$ cat config.mk
export PLATFORM = sky130hd
export DESIGN_NAME = ps2_host_tx
export DESIGN_NICKNAME = d
export VERILOG_FILES = /design/src/rtl/ps2_pkg.sv /design/src/rtl/ps2_line_sync.sv /design/src/rtl/ps2_host_tx.sv
export SDC_FILE = /design/constraint.sdc
export NUM_CORES = 1
export LEC_CHECK = 0
export ABC_AREA = 1
export CAP_MARGIN = 40
export CORE_ASPECT_RATIO = 1.25
export CORE_MARGIN = 1.5
export CORE_UTILIZATION = 40
export DETAILED_ROUTE_END_ITERATION = 12
export PLACE_DENSITY_LB_ADDON = 0.12
export SETUP_SLACK_MARGIN = 0.3
export SYNTH_ARGS = -nofsm -noshare
export SYNTH_HDL_FRONTEND = slang
export SYNTH_SLANG_ARGS = --single-unit
$ cat constraint.sdc
create_clock -name CLOCK_50 -period 2.3 [get_ports CLOCK_50]
set_clock_uncertainty 0.1 [all_clocks]
set_input_delay 0.46 -clock CLOCK_50 [delete_from_list [all_inputs] [get_ports CLOCK_50]]
set_output_delay 0.46 -clock CLOCK_50 [all_outputs]
set_load 0.05 [all_outputs]
$ cat src/rtl/ps2_pkg.sv
// Shared PS/2 definitions: host-transmit FSM states, keyboard command/response bytes,
// default link timing and the frame bit selector used by the transmitter.
package ps2_pkg;

    typedef enum logic [2:0] {
        IDLE,
        INHIBIT,
        WAIT_FIRST,
        SHIFT,
        ACK,
        WAIT_IDLE,
        ERROR
    } ps2_tx_state_e;

    localparam logic [7:0] CMD_SET_LEDS = 8'hED;
    localparam logic [7:0] CMD_RESET    = 8'hFF;
    localparam logic [7:0] CMD_ENABLE   = 8'hF4;
    localparam logic [7:0] CMD_SET_RATE = 8'hF3;
    localparam logic [7:0] RSP_ACK      = 8'hFA;
    localparam logic [7:0] RSP_RESEND   = 8'hFE;

    localparam int unsigned PS2_CNT_W                = 20;
    localparam int unsigned DEF_INHIBIT_CYCLES       = 5000;
    localparam int unsigned DEF_START_TIMEOUT_CYCLES = 750000;
    localparam int unsigned DEF_XFER_TIMEOUT_CYCLES  = 100000;
    localparam int unsigned DEF_MAX_RETRIES          = 3;

    // Line level presented after device falling edge k: 1..8 data LSB first, 9 odd parity, else stop.
    function automatic logic frame_bit(input logic [7:0] data, input logic [3:0] k);
        logic       b;
        logic [2:0] idx;
        b   = 1'b1;
        idx = 3'(k - 4'd1);
        if (k >= 4'd1 && k <= 4'd8) begin
            b = data[idx];
        end else if (k == 4'd9) begin
            b = ~^data;
        end
        return b;
    endfunction

endpackage

$ cat src/rtl/ps2_line_sync.sv
// Two-flop synchronizer for a raw PS/2 pin plus falling-edge strobe; shared with the receiver.
module ps2_line_sync (
    input  logic i_clk,
    input  logic i_rstn,
    input  logic i_pin,
    output logic o_level,
    output logic o_fell
);

    logic r_meta;
    logic r_sync;
    logic r_prev;

    // Reset to the idle-high bus level so leaving reset never fakes an edge.
    always_ff @(posedge i_clk) begin
        if (!i_rstn) begin
            r_meta <= 1'b1;
            r_sync <= 1'b1;
            r_prev <= 1'b1;
        end else begin
            r_meta <= i_pin;
            r_sync <= r_meta;
            r_prev <= r_sync;
        end
    end

    assign o_level = r_sync;
    assign o_fell  = r_prev & ~r_sync;

endmodule

$ cat src/rtl/ps2_host_tx.sv
// PS/2 host-to-device transmitter: clock inhibit, request-to-send, shift on device clocks, ack check.
// Define PS2_TX_RETRY_EN to retry failed frames up to MAX_RETRIES times before reporting an error.
module ps2_host_tx
    import ps2_pkg::*;
#(
    parameter int unsigned INHIBIT_CYCLES       = DEF_INHIBIT_CYCLES,
    parameter int unsigned START_TIMEOUT_CYCLES = DEF_START_TIMEOUT_CYCLES,
    parameter int unsigned XFER_TIMEOUT_CYCLES  = DEF_XFER_TIMEOUT_CYCLES,
    parameter int unsigned MAX_RETRIES          = DEF_MAX_RETRIES
) (
    input  logic       CLOCK_50,
    input  logic       resetn,
    input  logic [7:0] command,
    input  logic       send_command,
    input  logic       ps2_clk_in,
    input  logic       ps2_dat_in,
    output logic       ps2_clk_pull,
    output logic       ps2_dat_pull,
    output logic       busy,
    output logic       command_sent,
    output logic       error_timeout,
    output logic       error_nack
);

    ps2_tx_state_e          r_state, w_state_nxt;
    logic [PS2_CNT_W-1:0]   r_cnt, w_cnt_nxt, w_cnt_dec;
    logic [3:0]             r_k, w_k_nxt, w_k_inc;
    logic [7:0]             r_cmd, w_cmd_nxt;
    logic                   r_nack, w_nack_nxt;
    logic                   r_clk_pull, w_clk_pull_nxt;
    logic                   r_dat_pull, w_dat_pull_nxt;
    logic                   r_busy, w_busy_nxt;
    logic                   r_sent, w_sent_nxt;
    logic                   r_err_to, w_err_to_nxt;
    logic                   r_err_nack, w_err_nack_nxt;
    logic                   w_expire;
    logic                   w_fail;
    logic                   w_fail_nack;
    logic                   w_clk_lvl, w_clk_fe;
    logic                   w_dat_lvl;
`ifdef PS2_TX_RETRY_EN
    logic [3:0]             r_retry, w_retry_nxt;
`endif

    ps2_line_sync u_clk_sync (
        .i_clk   (CLOCK_50),
        .i_rstn  (resetn),
        .i_pin   (ps2_clk_in),
        .o_level (w_clk_lvl),
        .o_fell  (w_clk_fe)
    );

    ps2_line_sync u_dat_sync (
        .i_clk   (CLOCK_50),
        .i_rstn  (resetn),
        .i_pin   (ps2_dat_in),
        .o_level (w_dat_lvl),
        .o_fell  ()
    );

    // One shared down-counter times every phase; it saturates at zero.
    assign w_cnt_dec = (r_cnt == '0) ? '0 : r_cnt - 1'b1;
    assign w_expire  = (w_cnt_dec == '0);
    assign w_k_inc   = r_k + 4'd1;

    always_comb begin
        w_state_nxt    = r_state;
        w_cnt_nxt      = w_cnt_dec;
        w_k_nxt        = r_k;
        w_cmd_nxt      = r_cmd;
        w_nack_nxt     = r_nack;
        w_clk_pull_nxt = r_clk_pull;
        w_dat_pull_nxt = r_dat_pull;
        w_busy_nxt     = r_busy;
        w_sent_nxt     = 1'b0;
        w_err_to_nxt   = 1'b0;
        w_err_nack_nxt = 1'b0;
        w_fail         = 1'b0;
        w_fail_nack    = 1'b0;
`ifdef PS2_TX_RETRY_EN
        w_retry_nxt    = r_retry;
`endif
        case (r_state)
            IDLE: begin
                w_cnt_nxt = '0;
                w_k_nxt   = '0;
                if (send_command) begin
                    w_cmd_nxt      = command;
                    w_cnt_nxt      = PS2_CNT_W'(INHIBIT_CYCLES);
                    w_busy_nxt     = 1'b1;
                    w_clk_pull_nxt = 1'b1;
                    w_dat_pull_nxt = 1'b0;
                    w_state_nxt    = INHIBIT;
`ifdef PS2_TX_RETRY_EN
                    w_retry_nxt    = '0;
`endif
                end
            end
            INHIBIT: begin
                if (w_expire) begin
                    w_clk_pull_nxt = 1'b0;
                    w_dat_pull_nxt = 1'b1;
                    w_cnt_nxt      = PS2_CNT_W'(START_TIMEOUT_CYCLES);
                    w_state_nxt    = WAIT_FIRST;
                end
            end
            WAIT_FIRST: begin
                if (w_clk_fe) begin
                    w_k_nxt        = 4'd1;
                    w_dat_pull_nxt = ~frame_bit(r_cmd, 4'd1);
                    w_cnt_nxt      = PS2_CNT_W'(XFER_TIMEOUT_CYCLES);
                    w_state_nxt    = SHIFT;
                end else if (w_expire) begin
                    w_fail = 1'b1;
                end
            end
            SHIFT: begin
                // Edge 10 presents the stop level (release) and hands over to the ack.
                if (w_clk_fe) begin
                    w_k_nxt        = w_k_inc;
                    w_dat_pull_nxt = ~frame_bit(r_cmd, w_k_inc);
                    if (w_k_inc == 4'd10) begin
                        w_state_nxt = ACK;
                    end
                end else if (w_expire) begin
                    w_fail = 1'b1;
                end
            end
            ACK: begin
                if (w_clk_fe) begin
                    if (w_dat_lvl) begin
                        w_fail      = 1'b1;
                        w_fail_nack = 1'b1;
                    end else begin
                        w_state_nxt = WAIT_IDLE;
                    end
                end else if (w_expire) begin
                    w_fail = 1'b1;
                end
            end
            WAIT_IDLE: begin
                if (w_clk_lvl && w_dat_lvl) begin
                    w_sent_nxt  = 1'b1;
                    w_busy_nxt  = 1'b0;
                    w_state_nxt = IDLE;
                end else if (w_expire) begin
                    w_fail = 1'b1;
                end
            end
            ERROR: begin
                w_err_to_nxt   = ~r_nack;
                w_err_nack_nxt = r_nack;
                w_busy_nxt     = 1'b0;
                w_state_nxt    = IDLE;
            end
            default: begin
                w_state_nxt = IDLE;
            end
        endcase

        if (w_fail) begin
            w_clk_pull_nxt = 1'b0;
            w_dat_pull_nxt = 1'b0;
            w_nack_nxt     = w_fail_nack;
`ifdef PS2_TX_RETRY_EN
            if (r_retry < 4'(MAX_RETRIES)) begin
                w_retry_nxt    = r_retry + 4'd1;
                w_cnt_nxt      = PS2_CNT_W'(INHIBIT_CYCLES);
                w_clk_pull_nxt = 1'b1;
                w_state_nxt    = INHIBIT;
            end else begin
                w_state_nxt = ERROR;
            end
`else
            w_state_nxt = ERROR;
`endif
        end
    end

    always_ff @(posedge CLOCK_50) begin
        if (!resetn) begin
            r_state    <= IDLE;
            r_cnt      <= '0;
            r_k        <= '0;
            r_cmd      <= '0;
            r_nack     <= 1'b0;
            r_clk_pull <= 1'b0;
            r_dat_pull <= 1'b0;
            r_busy     <= 1'b0;
            r_sent     <= 1'b0;
            r_err_to   <= 1'b0;
            r_err_nack <= 1'b0;
`ifdef PS2_TX_RETRY_EN
            r_retry    <= '0;
`endif
        end else begin
            r_state    <= w_state_nxt;
            r_cnt      <= w_cnt_nxt;
            r_k        <= w_k_nxt;
            r_cmd      <= w_cmd_nxt;
            r_nack     <= w_nack_nxt;
            r_clk_pull <= w_clk_pull_nxt;
            r_dat_pull <= w_dat_pull_nxt;
            r_busy     <= w_busy_nxt;
            r_sent     <= w_sent_nxt;
            r_err_to   <= w_err_to_nxt;
            r_err_nack <= w_err_nack_nxt;
`ifdef PS2_TX_RETRY_EN
            r_retry    <= w_retry_nxt;
`endif
        end
    end

    assign ps2_clk_pull  = r_clk_pull;
    assign ps2_dat_pull  = r_dat_pull;
    assign busy          = r_busy;
    assign command_sent  = r_sent;
    assign error_timeout = r_err_to;
    assign error_nack    = r_err_nack;

endmodule

; Word-level counts from Yosys, hierarchy flattened
; Cells that the tools add are included.
[totals]
register_bits = 47
latch_bits = 0
ramBits = 0
rom_bits = 0
inputBits = 13
out_inout_bits = 6
wordCells = 119
mem_count = 0
[classes]
add_sub_neg = 3
mul = 0
div = 0
n_lt_le_gt_ge = 3
eq_ne = 24
shift = 0
muxes = 45
bitwise_logic = 6
n_reduce_logical = 21
[ops]
columns = cell, n
row1 = $mux 20, 3
row2 = $pmux 20 s3, 1
row3 = $logic_not 20->1, 2
row4 = $mux 3, 9
row5 = $mux 1, 22
row6 = $sub 20x1->20 const B, 1
row7 = $pmux 3 s6, 1
row8 = $reduce_and 8->1, 2
row9 = $ne 3x3->1 const B, 5
row10 = $mux 13, 1
row11 = $pmux 4 s3, 1
row12 = $ne 2x2->1 const B, 5
row13 = $eq 3x3->1 const B, 3
row14 = $ne 3x2->1 const B, 3
row15 = $reduce_and 3->1, 3
row16 = $eq 4x4->1 const B, 2
row17 = $mux 4, 2
row18 = $reduce_xnor 8->1, 1
row19 = $eq 3x2->1 const B, 2
row20 = $ne 2x1->1 const B, 3
row21 = $pmux 1 s3, 2
row22 = $reduce_and 2->1, 3
row23 = $reduce_bool 3->1, 2
row24 = $not 1->1, 5
row25 = 16 further kinds, 18

; Longest topological paths before layout
; Gate-level depths: netlist of the first run.
[depth]
word_depth = 10
depth_mapped = 18
ltp_nobuf = 18

; Modules after synthesis
; A second synthesis of the first run with hierarchy kept.
[hier_totals]
cells_unflattened = 462
hier_area_um2 = 2935.3
[modules_own_cells]
columns = module, instances, cells_per_inst, area_each_um2, seq_area_each_um2
row1 = ps2_host_tx, 1, 440, 2755.1, 840.8
row2 = ps2_line_sync, 2, 11, 90.1, 60.1

; Worst setup path after synthesis of the first run
; No wires, ideal clock.
[synth_path]
kind = register to register
startpoint = register r_cnt[0]
endpoint = register r_clk_pull (netlist: ps2_clk_pull)
setup_time_ns = 0.114
arrival_ns = 1.889
required_time_ns = 2.086
path_slack_ns = 0.196
stages_incl_launch_ff = 15
n_path_buf = 1
synth_period_minus_slack_ns = 2.104
path_cell_list = dfxtp_1 -> inv_1 -> ha_1 -> nand3_1 -> nor2_4 -> nand3_4 -> buf_6 -> nand2_1 -> nand3_1 -> nor2_1 -> nand2_1 -> nor3_2 -> inv_2 -> a21oi_1 -> nor2_1
[synth_via]
elab_chain_cells = 7
elab_cells_between_ends = 12
classes_between = add/sub (1) / eq/ne (1) / mux (6) / reduce/logical (4)
[synth_lines]
columns = element, line
row1 = from (decl), ps2_host_tx.sv:26  ; logic [PS2_CNT_W-1:0] r_cnt, w_cnt_nxt, w_cnt_dec;
row2 = from (signal assigned), ps2_host_tx.sv:198  ; r_cnt <= w_cnt_nxt;
row3 = $sub 20x1->20 or $logic_not 20->1 (tied branches), ps2_host_tx.sv:62  ; assign w_cnt_dec = (r_cnt == '0) ? '0 : r_cnt - 1'b1;
row4 = $mux 20 *, ps2_host_tx.sv:62
row5 = $logic_not 20->1 *, ps2_host_tx.sv:63  ; assign w_expire = (w_cnt_dec == '0);
row6 = $mux 1, -
row7 = $mux 1 (on tied branches), "ps2_host_tx.sv:142, ps2_host_tx.sv:119, ps2_host_tx.sv:130"
row8 = $pmux 1 s3, ps2_host_tx.sv:83  ; case (r_state)
row9 = $reduce_or 2->1 (no line), -
row10 = to (signal assigned), ps2_host_tx.sv:202  ; r_clk_pull <= w_clk_pull_nxt;
row11 = to (decl), ps2_host_tx.sv:30  ; logic r_clk_pull, w_clk_pull_nxt;
; Mark *: on every way between the ends. The rest lies on a longest branch, timed or not.
; A chain may end at the register's enable or synchronous reset.

; Final worst setup path of the first run
; Same ends and word-level chain as after synthesis.

==> flow_metrics.tcl, run 1 <==
set metrics [dict create \
    avgSynthCellArea_um2 6.52 \
    viasPerCell 4.92 \
    avgRoutedWirePerCell_um 13.7 \
    setup_slack_ps -90.6 \
    yosys.area.top_type "dfxtp_1" \
    setup_violations 13 \
    placementRows 34 \
    drtPass1Iterations 4 \
    fin_crit_sh 1.04 \
    place.gp.congestion 0.878 \
    start_util 0.419 \
    fillers 687 \
    die_width_um 79.9 \
    relSlewSlack 0.665 \
    final_nets 545 \
    clk_pin_slew_worst_paths_ps 90 \
    grt_pass1_vias 3102 \
    clockBufferDepth 2 \
    dpl.hpwl_um 6350 \
    insertedDiodeCount 0 \
    r2r-end "ps2_clk_pull" \
    startpoint_type "flip-flop" \
    cp_max_fo 8 \
    rr_startpoint "r_cnt[0]" \
    async_reset_ff_frac 0 \
    yosysTopAreaCellShare 0.318 \
    antenna_found_initial 0 \
    reg2reg_depth 13 \
    grtUsageTotal 0.226 \
    dieArea_um2 7930 \
    postSynthNetCount 473 \
    core_area_um2 7060 \
    min_from "r_nack" \
    min_period_ps 2390 \
    tns_ps -402 \
    placed_cells 591 \
    cts.root.buffer_cell "clkbuf_8" \
    netlist_area_um2 2960 \
    synth_seq_cells 47 \
    synth_edf_count 0 \
    vias 3037 \
    clkSinkCount 47 \
    cts_tree "built" \
    drv_cap 0 \
    hold_class "reg -> reg" \
    drc 0 \
    ys.flop_type "dfxtp_1" \
    ant_nets 0 \
    die-height_um 99.2 \
    cp.depth 13 \
    yosys_warnings 0 \
    final_hold_viol_count 0 \
    drt_iter0_drc 117 \
    rrSetupSlack_ps -90 \
    crit_chain "inv_4, ha_4, nand3_4, nor2_4, nand3_4, nand3_4, nand3_1, nor2_2, nand2_2, nor3_4, inv_2, a21oi_2, nor2_1" \
    max_freq_ghz 0.418 \
    cpMaxStageDelayCell "dfxtp_2" \
    whs_endpoint "error_timeout" \
    crit_buf_inv 2 \
    synth_area_leaders "dfxtp_1 (32%), nand2_1 (11%), inv_1 (9.5%)" \
    path_class "reg -> reg" \
    syn2layout_area_growth_pct 40.2 \
    violations "setup timing" \
    required_ps 2400 \
    gr-total-overflow 0 \
    tightest_slew_ps 501 \
    grt_start_max_net_pins 19 \
    drive_gt1_frac 0.313 \
    grt_setup_unrepaired "true" \
    htree_levels 2 \
    crit_family "simple AND/OR/NAND/NOR gates" \
    synthTopCellsByCount "nand2_1 (87), inv_1 (75), nor2_1 (65)" \
    synth.most_common_cell "nand2_1" \
    min_path_cells 1 \
    fin_cells 617 \
    dp_slack_ps -29.9 \
    slew_viol_final 0 \
    critPathMaxStageDelay_ps 330 \
    grt_first_pass_wirelength_um 14100 \
    syn_inst 454 \
    clk_latency_ps 300 \
    crit_arrival_ps 2490 \
    synthDistinctLibCells 36 \
    cpMostUsedCell "nand3_4" \
    io_pins 19 \
    ys_seq_area_frac 0.318 \
    endpoint_kind "flip-flop" \
    io_buffers 18 \
    routed_wl_um 8430 \
    status "finished with violations" \
    cts_buffers 5 \
]
-- metal layers --
metal	global-route usage	part of all wire
met5	0	0
met4	0.0756	0.020
met3	0.0248	0.022
met2	0.427	0.54
met1	0.258	0.42
-- how the worst max path moves through the flow --
stage	startpoint	endpoint	slack [ps]
global route	r_cnt[0]	r_state[1]	-230
finish	r_cnt[0]	ps2_clk_pull	-90
floorplan	r_cnt[0]	r_nack	300
CTS	r_cnt[1]	r_cnt[8]	20
detailed placement	r_cnt[0]	ps2_dat_pull	-30
global placement	r_cnt[8]	r_cnt[5]	-20
-- area by class of cell --
type | instances | area [µm²] | share of cell area
Sequential cell | 47 | 955 | 0.230
Inverter | 76 | 288 | 0.0693
Multi-Input combinational cell | 325 | 2110 | 0.508
Clock inverter | 1 | 5.00 | 0.00121
Clock buffer | 7 | 76.3 | 0.0184
Tap cell | 90 | 113 | 0.0271
Timing Repair Buffer | 71 | 604 | 0.146
-- logic make-up (layout without fill, tap and decap cells) --
family,after synthesis,count (layout),synth area share
AND/OR/NAND/NOR,242,243,0.390
buffers and inverters,83,155,0.109
AO/OA/AOI/OAI,64,64,0.123
flip-flops,47,47,0.318
XOR/XNOR,12,12,0.0355
adder cells (fa/ha/maj),6,6,0.0254
-- placed cells by master (no fill, tap or decap), types with 6 or more instances in the layout --
master / netlist / routed
buf_4: 1 / 48
nand3_4: 1 / 11
a21oi_1: 22 / 19
o21ai_0: 25 / 21
nand2_1: 87 / 77
nand3_2: 8 / 22
xnor2_1: 7 / 7
inv_1: 75 / 72
nor2_1: 65 / 55
nand3_1: 44 / 21
nand2_2: 5 / 12
clkdlybuf4s50_1: 0 / 14
nor2_4: 6 / 13
nand4_1: 6 / 6
dfxtp_1: 47 / 40
nor2_2: 8 / 11
-- flip-flops by register name, summed over array words and instances (netlist names), 3 cells and up --
register  cells
r_cnt        20
r_cmd         8
r_state       3
r_k           4
-- per-stage QoR --
| step | cell area [µm²] | util | hold slack (ps) |
|---|---|---|---|
| after detailed placement | 3530 | 0.500 | 300 |
| final | 4150 | 0.588 | 315 |
| after global placement | 3530 | 0.500 | 296 |
| after floorplan | 3000 | - | 291 |
| after global routing | 4150 | 0.588 | 336 |
| after CTS | 4000 | 0.566 | 315 |
-- worst reg2reg max path, stage by stage, from the launching register on --
cell	delay (ps)
dfxtp_2	330
inv_4	80
ha_4	170
nand3_4	80
nor2_4	150
nand3_4	240
nand3_4	190
nand3_1	100
nor2_2	110
nand2_2	120
nor3_4	320
inv_2	130
a21oi_2	130
nor2_1	40
-- what timing repair did --
item | in CTS | in global routing
setup buffers | 13 | 4
endpoints found under the setup margin | 28 | 30
cloned | 1 | 0
hold buffers | 0 | 0
gates resized for setup | 68 | 31
pin swaps | 22 | 32
Power of run 1 is left out: the tool's default activity adds up to more than one toggle a clock period on the data nets, which glitch-free logic cannot reach.
==> run 2, diff against run 1 <==
--- a/config.mk
+++ b/config.mk
@@ -12,7 +12,9 @@
 export CORE_UTILIZATION = 40
 export DETAILED_ROUTE_END_ITERATION = 12
 export PLACE_DENSITY_LB_ADDON = 0.12
+export REMOVE_ABC_BUFFERS = 1
 export SETUP_SLACK_MARGIN = 0.3
+export SKIP_LAST_GASP = 1
 export SYNTH_ARGS = -nofsm -noshare
 export SYNTH_HDL_FRONTEND = slang
 export SYNTH_SLANG_ARGS = --single-unit
==> run 2 against run 1 <==
Net effect:
- the run still ends with setup timing left
- design area down 2.5%
- via count up 4.3%
- count of clock-buffer cells in the layout fell by 2
- non-clock buffer count unchanged
- cell count rose by 0.16%
- fmax is 2.3% higher
- critical path depth up 3
==> flow_metrics.tcl, run 2 (same netlist as run 1, synthesis figures left out) <==
set metrics [dict create \
    status "finished with violations" \
    violations "setup timing" \
    max_freq_ghz 0.428 \
    grt_pass1_vias 3142 \
    drtPass1Iterations 5 \
    clk_pin_slew_worst_paths_ps 90 \
    fin_crit_sh 1.02 \
    drv_cap 0 \
    hold_class "reg -> reg" \
    insertedDiodeCount 0 \
    design_area_um2 4050 \
    grt_start_max_net_pins 19 \
    cts.root.buffer_cell "clkbuf_8" \
    multi_input_area_um2 2000 \
    grtUsageTotal 0.226 \
    largest_reg_flops 20 \
    place.gp.congestion 0.944 \
    clk_latency_ps 310 \
    final_nets 546 \
    die_width_um 79.9 \
    ant_nets 0 \
    reg_top3 "r_cnt: 20 flops, r_cmd: 8 flops, r_k: 4 flops" \
    clkSinkCount 47 \
    viasPerCell 5.12 \
    largest-register "r_cnt" \
    dpl.hpwl_um 6340 \
    dieArea_um2 7930 \
    clockBufferDepth 2 \
    start_util 0.419 \
    setup_violations 2 \
    vias 3167 \
    drive_gt1_frac 0.297 \
    startpoint_type "flip-flop" \
    grt_setup_unrepaired "true" \
    grt_first_pass_wirelength_um 14100 \
    critPathMaxStageDelay_ps 330 \
    cts_tree "built" \
    relSlewSlack 0.665 \
    fillers 700 \
    mostFrequentLayoutCells "nand2_1 (79), inv_1 (72), nor2_1 (51), buf_4 (50), dfxtp_1 (38)" \
    io_buffers 18 \
    cts_hold_buf 0 \
    gr-total-overflow 0 \
    crit_family "simple AND/OR/NAND/NOR gates" \
    final_hold_viol_count 0 \
    cts_buffers 5 \
    endpoint_kind "flip-flop" \
    crit_arrival_ps 2450 \
    cpMostUsedCell "nand3_2" \
    crit_buf_inv 3 \
    drc 0 \
    path_class "reg -> reg" \
    drt_iter0_drc 99 \
    cpMaxStageDelayCell "dfxtp_2" \
    die-height_um 99.2 \
    core_area_um2 7060 \
    required_ps 2410 \
    tightest_slew_ps 501 \
    slew_viol_final 0 \
    placementRows 34 \
    io_pins 19 \
    setup_slack_ps -37.6 \
    place_area_um2 3540 \
    final_common_cell "nand2_1" \
    min_period_ps 2340 \
    htree_levels 2 \
    routed_wl_um 8660 \
    avgRoutedWirePerCell_um 14.0 \
    cp_max_fo 7 \
    antenna_found_initial 0 \
    syn2layout_area_growth_pct 36.8 \
    crit_chain "inv_2, ha_4, nand3_4, nor2_4, buf_12, nand3_4, nand3_2, nand2_1, nor2_1, nand3_2, nor2_4, nand2_2, nand3_1, nand3_1, nand3_2, inv_1" \
    seqCellArea_um2 952 \
]
run 2: final timing paths:
kind | from | end | slack [ps] | cells past startpoint
min | u_dat_sync.r_meta | u_dat_sync.o_level | 320 | 1
min reg2reg | u_dat_sync.r_meta | u_dat_sync.o_level | 320 | 1
max reg2reg | r_cnt[0] | r_state[1] | -40 | 16
max | r_cnt[0] | r_state[1] | -40 | 16
run 2: cell type report:
type	count	share of cell area
Multi-Input combinational cell	326	0.493
Clock inverter	3	0.00587
Timing Repair Buffer	71	0.151
Inverter	76	0.0705
Tap cell	90	0.0278
Clock buffer	5	0.0170
Sequential cell	47	0.235
run 2: metal layers:
metal  wire, µm  vias up  part of all wire  GRT usage
met2       4720       82              0.55      0.428
met3        281       30             0.032     0.0284
li1           -     1594                 -          -
met5          0        -                 0          0
met4        371        0             0.043      0.111
met1       3290     1461              0.38      0.240
run 2: what timing repair did:
item / CTS / global route
endpoints found under the setup margin: 32 / 28
endpoints found under the hold margin: 0 / 0
pin swaps: 20 / 8
resized for setup: 52 / 32
setup buffers: 7 / 5
gates cloned: 1 / 1
run 2: per-stage QoR:
stage                      util  setup slack [ps]  setup TNS, ps  hold slack [ps]  instances
after global placement    0.501             -52.0          -87.9              296        596
final                     0.573             -37.6          -50.9              319        618
after global routing      0.573              -196          -3150              329        618
after detailed placement  0.501              -115           -817              302        596
after CTS                 0.553              24.6              0              324        612
after floorplan               -               169              0              291        447
Power of run 2 is left out for the same reason.
